[config.mk]
export PLATFORM = sky130hd
export DESIGN_NAME = mux_scan_sampler_flat
export DESIGN_NICKNAME = d
export VERILOG_FILES = /design/src/rtl/mux_scan_pkg.sv /design/src/rtl/mux_scan_sampler_if.sv /design/src/rtl/mod_n_counter.sv /design/src/rtl/mux_scan_sampler.sv /design/src/flat_wrapper.sv
export SDC_FILE = /design/constraint.sdc
export NUM_CORES = 1
export LEC_CHECK = 0
export CAP_MARGIN = 5
export CORE_ASPECT_RATIO = 0.8
export CORE_MARGIN = 3
export CORE_UTILIZATION = 61
export CTS_CLUSTER_DIAMETER = 120
export CTS_CLUSTER_SIZE = 14
export DETAILED_ROUTE_END_ITERATION = 8
export DONT_BUFFER_PORTS = 1
export PLACE_DENSITY = 0.84
export SLEW_MARGIN = 20
export SYNTH_ARGS = -nofsm -noshare
export SYNTH_HDL_FRONTEND = slang
export SYNTH_SLANG_ARGS = --single-unit
[constraint.sdc]
create_clock -name clk -period 2.22 [get_ports clk]
set_input_delay 0.444 -clock clk [delete_from_list [all_inputs] [get_ports clk]]
set_output_delay 0.444 -clock clk [all_outputs]
set_load 0.05 [all_outputs]
[src/rtl/mux_scan_pkg.sv]
// Shared definitions for the mux scan sampler: FSM state encoding.
package mux_scan_pkg;

   typedef enum logic [1:0] {
      ST_IDLE = 2'd0,
      ST_SCAN = 2'd1,
      ST_HOLD = 2'd2
   } scan_state_t;

endpackage

[src/rtl/mux_scan_sampler_if.sv]
// Snapshot valid/ready channel between the scan sampler and its consumer.
interface mux_scan_sampler_if #(
   parameter int N = 16
);
   logic [N-1:0] snap;
   logic         snap_valid;
   logic         snap_ready;

   modport master (output snap, output snap_valid, input snap_ready);
   modport slave  (input snap, input snap_valid, output snap_ready);
endinterface

[src/rtl/mod_n_counter.sv]
// Modulo-N up counter; wraps at N-1 rather than at the power of two above it.
module mod_n_counter #(
   parameter  int N  = 16,
   localparam int SW = $clog2(N)
) (
   input  logic          clk,
   input  logic          reset,
   input  logic          clr,
   input  logic          en,
   output logic [SW-1:0] count,
   output logic          wrap
);
   localparam logic [SW-1:0] LAST = SW'(N - 1);

   assign wrap = en && (count == LAST);

   always_ff @(posedge clk) begin
      if (reset || clr) begin
         count <= '0;
      end else if (en) begin
         count <= (count == LAST) ? '0 : count + SW'(1);
      end
   end
endmodule

[src/rtl/mux_scan_sampler.sv]
// Walks an N-way 1-bit mux select, assembles an N-bit snapshot and offers it downstream.
module mux_scan_sampler
   import mux_scan_pkg::*;
#(
   parameter  int N  = 16,
   localparam int SW = $clog2(N)
) (
   input  logic                       clk,
   input  logic                       reset,
   input  logic                       start,
   output logic [SW-1:0]              sel,
   input  logic                       mux_f,
   output logic                       busy,
   mux_scan_sampler_if.master         snap_if
);
   scan_state_t  state, state_nx;
   logic         cnt_clr, cnt_en, wrap;
   logic [N-1:0] shadow, shadow_nx, snap_q;

   mod_n_counter #(.N(N)) u_cnt (
      .clk   (clk),
      .reset (reset),
      .clr   (cnt_clr),
      .en    (cnt_en),
      .count (sel),
      .wrap  (wrap)
   );

   always_ff @(posedge clk) begin
      if (reset) state <= ST_IDLE;
      else       state <= state_nx;
   end

   always_comb begin
      state_nx = state;
      cnt_clr  = 1'b0;
      cnt_en   = 1'b0;
      case (state)
         ST_IDLE: begin
            cnt_clr = 1'b1;
            if (start) state_nx = ST_SCAN;
         end
         ST_SCAN: begin
            cnt_en = 1'b1;
            if (wrap) state_nx = ST_HOLD;
         end
         ST_HOLD: begin
            if (snap_if.snap_ready) state_nx = start ? ST_SCAN : ST_IDLE;
         end
         default: state_nx = ST_IDLE;
      endcase
   end

   // Last channel lands in snap on the same edge it is sampled.
   always_comb begin
      shadow_nx      = shadow;
      shadow_nx[sel] = mux_f;
   end

   always_ff @(posedge clk) begin
      if (reset) begin
         shadow <= '0;
         snap_q <= '0;
      end else if (state == ST_SCAN) begin
         shadow <= shadow_nx;
         if (wrap) snap_q <= shadow_nx;
      end
   end

   assign busy               = (state != ST_IDLE);
   assign snap_if.snap_valid = (state == ST_HOLD);
   assign snap_if.snap       = snap_q;
endmodule

[src/flat_wrapper.sv]
// flat-port wrapper written by rule: the top's interface ports become plain ports
module mux_scan_sampler_flat import mux_scan_pkg::*;
#(
   parameter  int N  = 16,
   localparam int SW = $clog2(N)
)
  (clk, reset, start, sel, mux_f, busy, snap_if_snap, snap_if_snap_valid, snap_if_snap_ready);
  mux_scan_sampler_if #(.N(N)) snap_if_i ();
  input  logic clk;
  input  logic reset;
  input  logic start;
  output logic [SW-1:0] sel;
  input  logic mux_f;
  output logic busy;
  output wire logic [$bits(snap_if_i.snap)-1:0] snap_if_snap;
  output wire logic [$bits(snap_if_i.snap_valid)-1:0] snap_if_snap_valid;
  input wire logic [$bits(snap_if_i.snap_ready)-1:0] snap_if_snap_ready;
  assign snap_if_snap = snap_if_i.snap;
  assign snap_if_snap_valid = snap_if_i.snap_valid;
  assign snap_if_i.snap_ready = snap_if_snap_ready;
  mux_scan_sampler #(.N(N)) u_core (.clk(clk), .reset(reset), .start(start), .sel(sel), .mux_f(mux_f), .busy(busy), .snap_if(snap_if_i));
endmodule
-- After elaboration in Yosys (flattened, before gate mapping)
Cells that the tools add are included.
- bits in registers: 38
- input port bits: 5
- output and inout bits: 22
- logic and storage cells: 31
- add/subtract/negate cells: 1
- order comparisons: 2
- eq/ne operators: 6
- mux-type cells: 11
- reduce and logical (&&, ||, !) cells: 7
- operators with widths (operator ; number):
    $bwmux 16 ; 1
    $mux 2 ; 3
    $pmux 2 s3 ; 1
    $lt 4x5->1 const B ; 1
    $add 4x1->4 const B ; 1
    $demux 1 s4 ; 1
    $eq 4x4->1 const B ; 1
    $ge 4x1->1 const B ; 1
    $mux 1 ; 4
    $mux 4 ; 1
    $ne 2x2->1 const B ; 2
    $reduce_and 3->1 ; 1
    $eq 2x1->1 const B ; 1
    $eq 2x2->1 const B ; 1
    $logic_and 1x1->1 ; 2
    $logic_not 2->1 ; 1
    $ne 2x1->1 const B ; 1
    $reduce_and 2->1 ; 1
    $reduce_bool 2->1 ; 1
    $logic_or 1x1->1 ; 1

-- Depth between registers and ports, before layout
- word-level depth: 5
- depth in mapped cells: 7

-- Cells and area by module
A second synthesis with hierarchy kept.
- cells, all modules: 205
- area, all modules: 2115.8 um^2
- by module, submodules not included (module ; instances ; cells each ; area each (um^2)):
    mux_scan_sampler ; 1 ; 188 ; 1941.9
    mod_n_counter ; 1 ; 17 ; 173.9

-- Worst setup path after synthesis
No wires, ideal clock.
- path kind: flip-flop to flip-flop
- start: register u_core.u_cnt.count[0]
- end: register u_core.shadow[7]
- data arrival time: 1765 ps
- data required time: 2148 ps
- path slack: 384 ps
- cell stages (with the launch flop): 6
- period minus slack after synthesis: 1836 ps
- cell sequence: dfxtp_1 -> ha_1 -> clkbuf_1 -> nand3b_1 -> nor3b_1 -> mux2i_1
- cells in the longest elaborated chain, start to end: 5
- RTL lines (element ; line ; text):
    from (decl) ; mod_n_counter.sv:10 ; output logic [SW-1:0] count,
    from (signal assigned) ; mod_n_counter.sv:21 ; count <= (count == LAST) ? '0 : count + SW'(1);
    $lt 4x5->1 (not written as such) / $ge 4x1->1 (equally long branches) ; mux_scan_sampler.sv:57 ; shadow_nx[sel] = mux_f;
    $logic_and 1x1->1 (not written as such) ; mux_scan_sampler.sv:57 ;
    $mux 1 (not written as such) ; mux_scan_sampler.sv:57 ;
    $demux 1 s4 * ; n/a ;
    $bwmux 16 * ; mux_scan_sampler.sv:57 ;
    to (signal assigned) ; mux_scan_sampler.sv:65 ; shadow <= shadow_nx;
    to (decl) ; mux_scan_sampler.sv:18 ; logic [N-1:0] shadow, shadow_nx, snap_q;
Every way passes the cells marked *; elsewhere a longest branch is shown, timed or not.
A chain may end at the register's enable or synchronous reset.

-- Worst setup path after layout
- start: register u_core.state[1]
- end: output busy
- cells in the longest elaborated chain, start to end: 1
- RTL lines (element ; line ; text):
    from (decl) ; mux_scan_sampler.sv:16 ; scan_state_t state, state_nx;
    from (signal assigned) ; mux_scan_sampler.sv:31 ; else state <= state_nx;
    $reduce_bool 2->1 ; mux_scan_sampler.sv:70 ; assign busy = (state != ST_IDLE);
    to (decl) ; flat_wrapper.sv:14 ; output logic busy;
Every way passes these cells.

==> summary.txt <==
Critical path class -> flip-flop to output port
Setup bufs post-CTS -> 0
Detailed placer's ending HPWL -> 2137 µm
Proportion of synthesized chip area in sequential cells -> 43.79%
# clock sinks -> 37
Clock buffer count from CTS -> 5
Maximum number of pins on one net before global-route repair -> 41
Via density per instance -> 5.438
Sink of the worst hold path -> u_core.snap_if.snap[14]$_SDFFE_PP0P_
Multiplexer area fraction after synthesis -> 17.75%
Endpoint of the worst register-to-register path -> u_core.snap_if.snap[3]$_SDFFE_PP0P_
Post-route DRC -> 0
Hold bufs inserted after CTS -> 0
# resized after CTS -> 0
Die span in x -> 64.88 µm
Maximum clock frequency -> 544.0 MHz
Post-placement worst setup slack -> 0.6462 ns
Number of nets with antenna violations after detailed routing -> 0
Number of synthesized register bits -> 37
Gr ovfl total -> 0
Pin slew with the least headroom to its limit -> 0.5387 ns
Iteration count of the initial detailed-routing pass -> 4
Final worst path period need -> 1.838 ns
Reg2reg setup slack -> 0.62 ns
Tcrit/Tclk final -> 82.81%
Die Footprint -> 0.003445 mm²
Routed wire length -> 2989 µm
Arrival @ worst endpoint -> 1.39 ns
Longest Clk Path Bufs -> 2
XOR/XNOR share of the synthesized area -> 0.5178%
Design Power -> 1.211 mW
Number of max-slew violations in the final report -> 0
Layout Area Growth over Synthesis -> 5.252%
Routed length per instance -> 14.72 µm
Routability congestion estimate from global placement -> 0.8016
Worst endpoint required time -> 1.78 ns
Unrepaired setup endpoints after global routing -> no
CTS root buffer -> clkbuf_4
Insertion delay to the later sink of the worst-skew pair -> 0.35 ns
Post-synth design cell area -> 0.001692 mm²
Number of enable-type register cells in the synthesized netlist -> 0
Power per cell area -> 680.3 mW/mm²
Simple-Gate Fraction of Synth Area -> 24.41%
Highest fanout seen on the critical path -> 14
Total negative slack for setup checks -> 0 ns
Final hold viol count -> 0
Number of warning messages in the yosys log -> 0
Clk_skew -> 0.008693 ns
Fraction of the mapped netlist area in compound gates -> 5.251%
Number of non-filler instances in the completed layout -> 203
Post-synthesis adder-cell area fraction -> 2.959%
Startpoint of the most critical hold path -> reset
Largest family of logic cells by synthesized area -> simple AND/OR/NAND/NOR gates
Net count, final -> 175
Fraction of registers with async set or reset after synthesis -> 0%
Count of placed standard cells including taps -> 195
Kind of end point of the critical path -> output port
Die Ht -> 53.10 µm
Number of standard cells after synthesis -> 167
Total GRT Usage -> 19.33%
Peak VDD IR -> 0.0004335 V
Ant. Diodes -> 0
Status -> finished, final reports clean
Number of I/O port buffers -> 0
Core ar. -> 0.002542 mm²
CTS tree -> done
Initial core utilization -> 66.54%
Type of the most critical hold path -> input port to flip-flop
Initial antenna violation count -> 0
Crit Reg-Reg Startpoint -> u_core.state[0]$_SDFFE_PP0P_
Slew margin rel. -> 63.59%
Standard-cell row count -> 16
Reg2reg path depth -> 3
Global-route wire length before repair -> 4961 µm
Static power due to leakage -> 0.6920 nW
Number of H-tree levels -> 2
Final setup violation count -> 0
Post-route worst setup slack -> 0.3817 ns
Syn Nets -> 176
Avg Synthesized Cell Area -> 10.13 µm²
Reg clk slew, reported paths -> 0.11 ns
Type of origin of the critical path -> flip-flop
Fraction of layout cells with a size suffix above 1 -> 10.78%
Number of vias in the routed layout -> 1104
Worst Hold Depth -> 1
Final-layout worst hold slack -> 0.1485 ns
Reported max-cap violation count -> 0
Iter 0 DRT Violations -> 60
IO Count -> 27
Predominant post-synthesis flop cell -> dfxtp_1
Distinct cells, synth -> 28
Number of global-route vias before repair -> 1073
==> sequential cells by signal, summed over array words and instances (netlist names) <==
register             flops
u_core.state             2
u_core.u_cnt.count       4
u_core.shadow           15
u_core.snap_if.snap     16
==> synth_stat cells, types with 2 or more instances <==
cell type   n  area, µm²
a211oi_2    3      37.54
a21oi_1     6      30.03
buf_6       4      45.04
clkbuf_1    8      30.03
dfxtp_1    37      740.7
ha_1        4      50.05
inv_1       3      11.26
mux2i_1    30      300.3
nand2_1    15      56.30
nand2b_1   31      193.9
nand3_1     3      15.01
nand3b_1    5      37.54
nor3_1      2      10.01
nor3b_1     2      15.01
==> worst max path at each step <==
stage          cells past startpoint                             endpoint                                from  slack (ns)
2_1_floorplan                      5        u_core.shadow[7]$_SDFFE_PP0N_  u_core.u_cnt.count[0]$_SDFFE_PP0N_        0.38
6_report                           2                                 busy        u_core.state[1]$_SDFFE_PP0P_        0.38
4_1_cts                            2                                 busy        u_core.state[1]$_SDFFE_PP0P_        0.38
3_3_place_gp                       3  u_core.snap_if.snap[8]$_SDFFE_PP0P_        u_core.state[0]$_SDFFE_PP0P_        0.67
3_5_place_dp                       3  u_core.snap_if.snap[3]$_SDFFE_PP0P_        u_core.state[0]$_SDFFE_PP0P_        0.65
5_1_grt                            2                                 busy        u_core.state[1]$_SDFFE_PP0P_        0.32
==> routing by layer <==
metal / wire length (µm) / part of all wire, % / vias up / global-route usage [%]
met4: 35 / 1.2 / 0 / 7.368
met1: 1394 / 47 / 514 / 23.21
met2: 1357 / 45 / 26 / 31.24
met5: 0 / 0 / - / 0
li1: - / - / 560 / -
met3: 202 / 6.8 / 4 / 7.643
==> stage by stage <==
stage / util, % / area (µm²)
after global routing: 70.03 / 1780
after floorplan: - / 1692
final: 70.03 / 1780
after detailed placement: 66.68 / 1695
after CTS: 70.03 / 1780
after global placement: 66.68 / 1695
==> critical path, cell delays in order, from the launching register on <==
cell and delay (ns):
dfxtp_1 0.59, nor2_1 0.12, inv_1 0.34
==> logic make-up (layout without fill, tap and decap cells) <==
family          after synthesis  in the layout
compound gates               12             12
xor+xnor                      1              1
fa+ha+maj                     4              4
buf+inv                      16             16
flops                        37             37
mux                          30             30
simple gates                 67             67
==> area by class of cell <==
type / instances / area, µm²
Clock inverter: 1 / 30.03
Clock buffer: 7 / 55.05
Sequential cell: 37 / 740.7
Tap cell: 36 / 45.04
Fill cell: 200 / 762.0
Multi-Input combinational cell: 114 / 860.8
Timing Repair Buffer: 5 / 37.54
Inverter: 3 / 11.26
==> power breakdown <==
part	internal [mW]	leakage [nW]	switching, mW	total [mW]
Sequential	0.668	0.298	0.00655	0.674
Clock	0.269	0.0455	0.216	0.485
Combinational	0.0224	0.348	0.0290	0.0513
Total	0.959	0.692	0.252	1.21
==> cell usage in the layout (no fill, tap or decap), types with 3 or more instances in the layout <==
cell | netlist | routed
nand2_1 | 15 | 15
nand3b_1 | 5 | 5
ha_1 | 4 | 4
buf_4 | 0 | 5
nand2b_1 | 31 | 31
a211oi_2 | 3 | 3
mux2i_1 | 30 | 30
nand3_1 | 3 | 3
clkbuf_4 | 0 | 5
inv_1 | 3 | 3
dfxtp_1 | 37 | 37
a21oi_1 | 6 | 6
No activity file was read; power rests on OpenSTA's default activity.
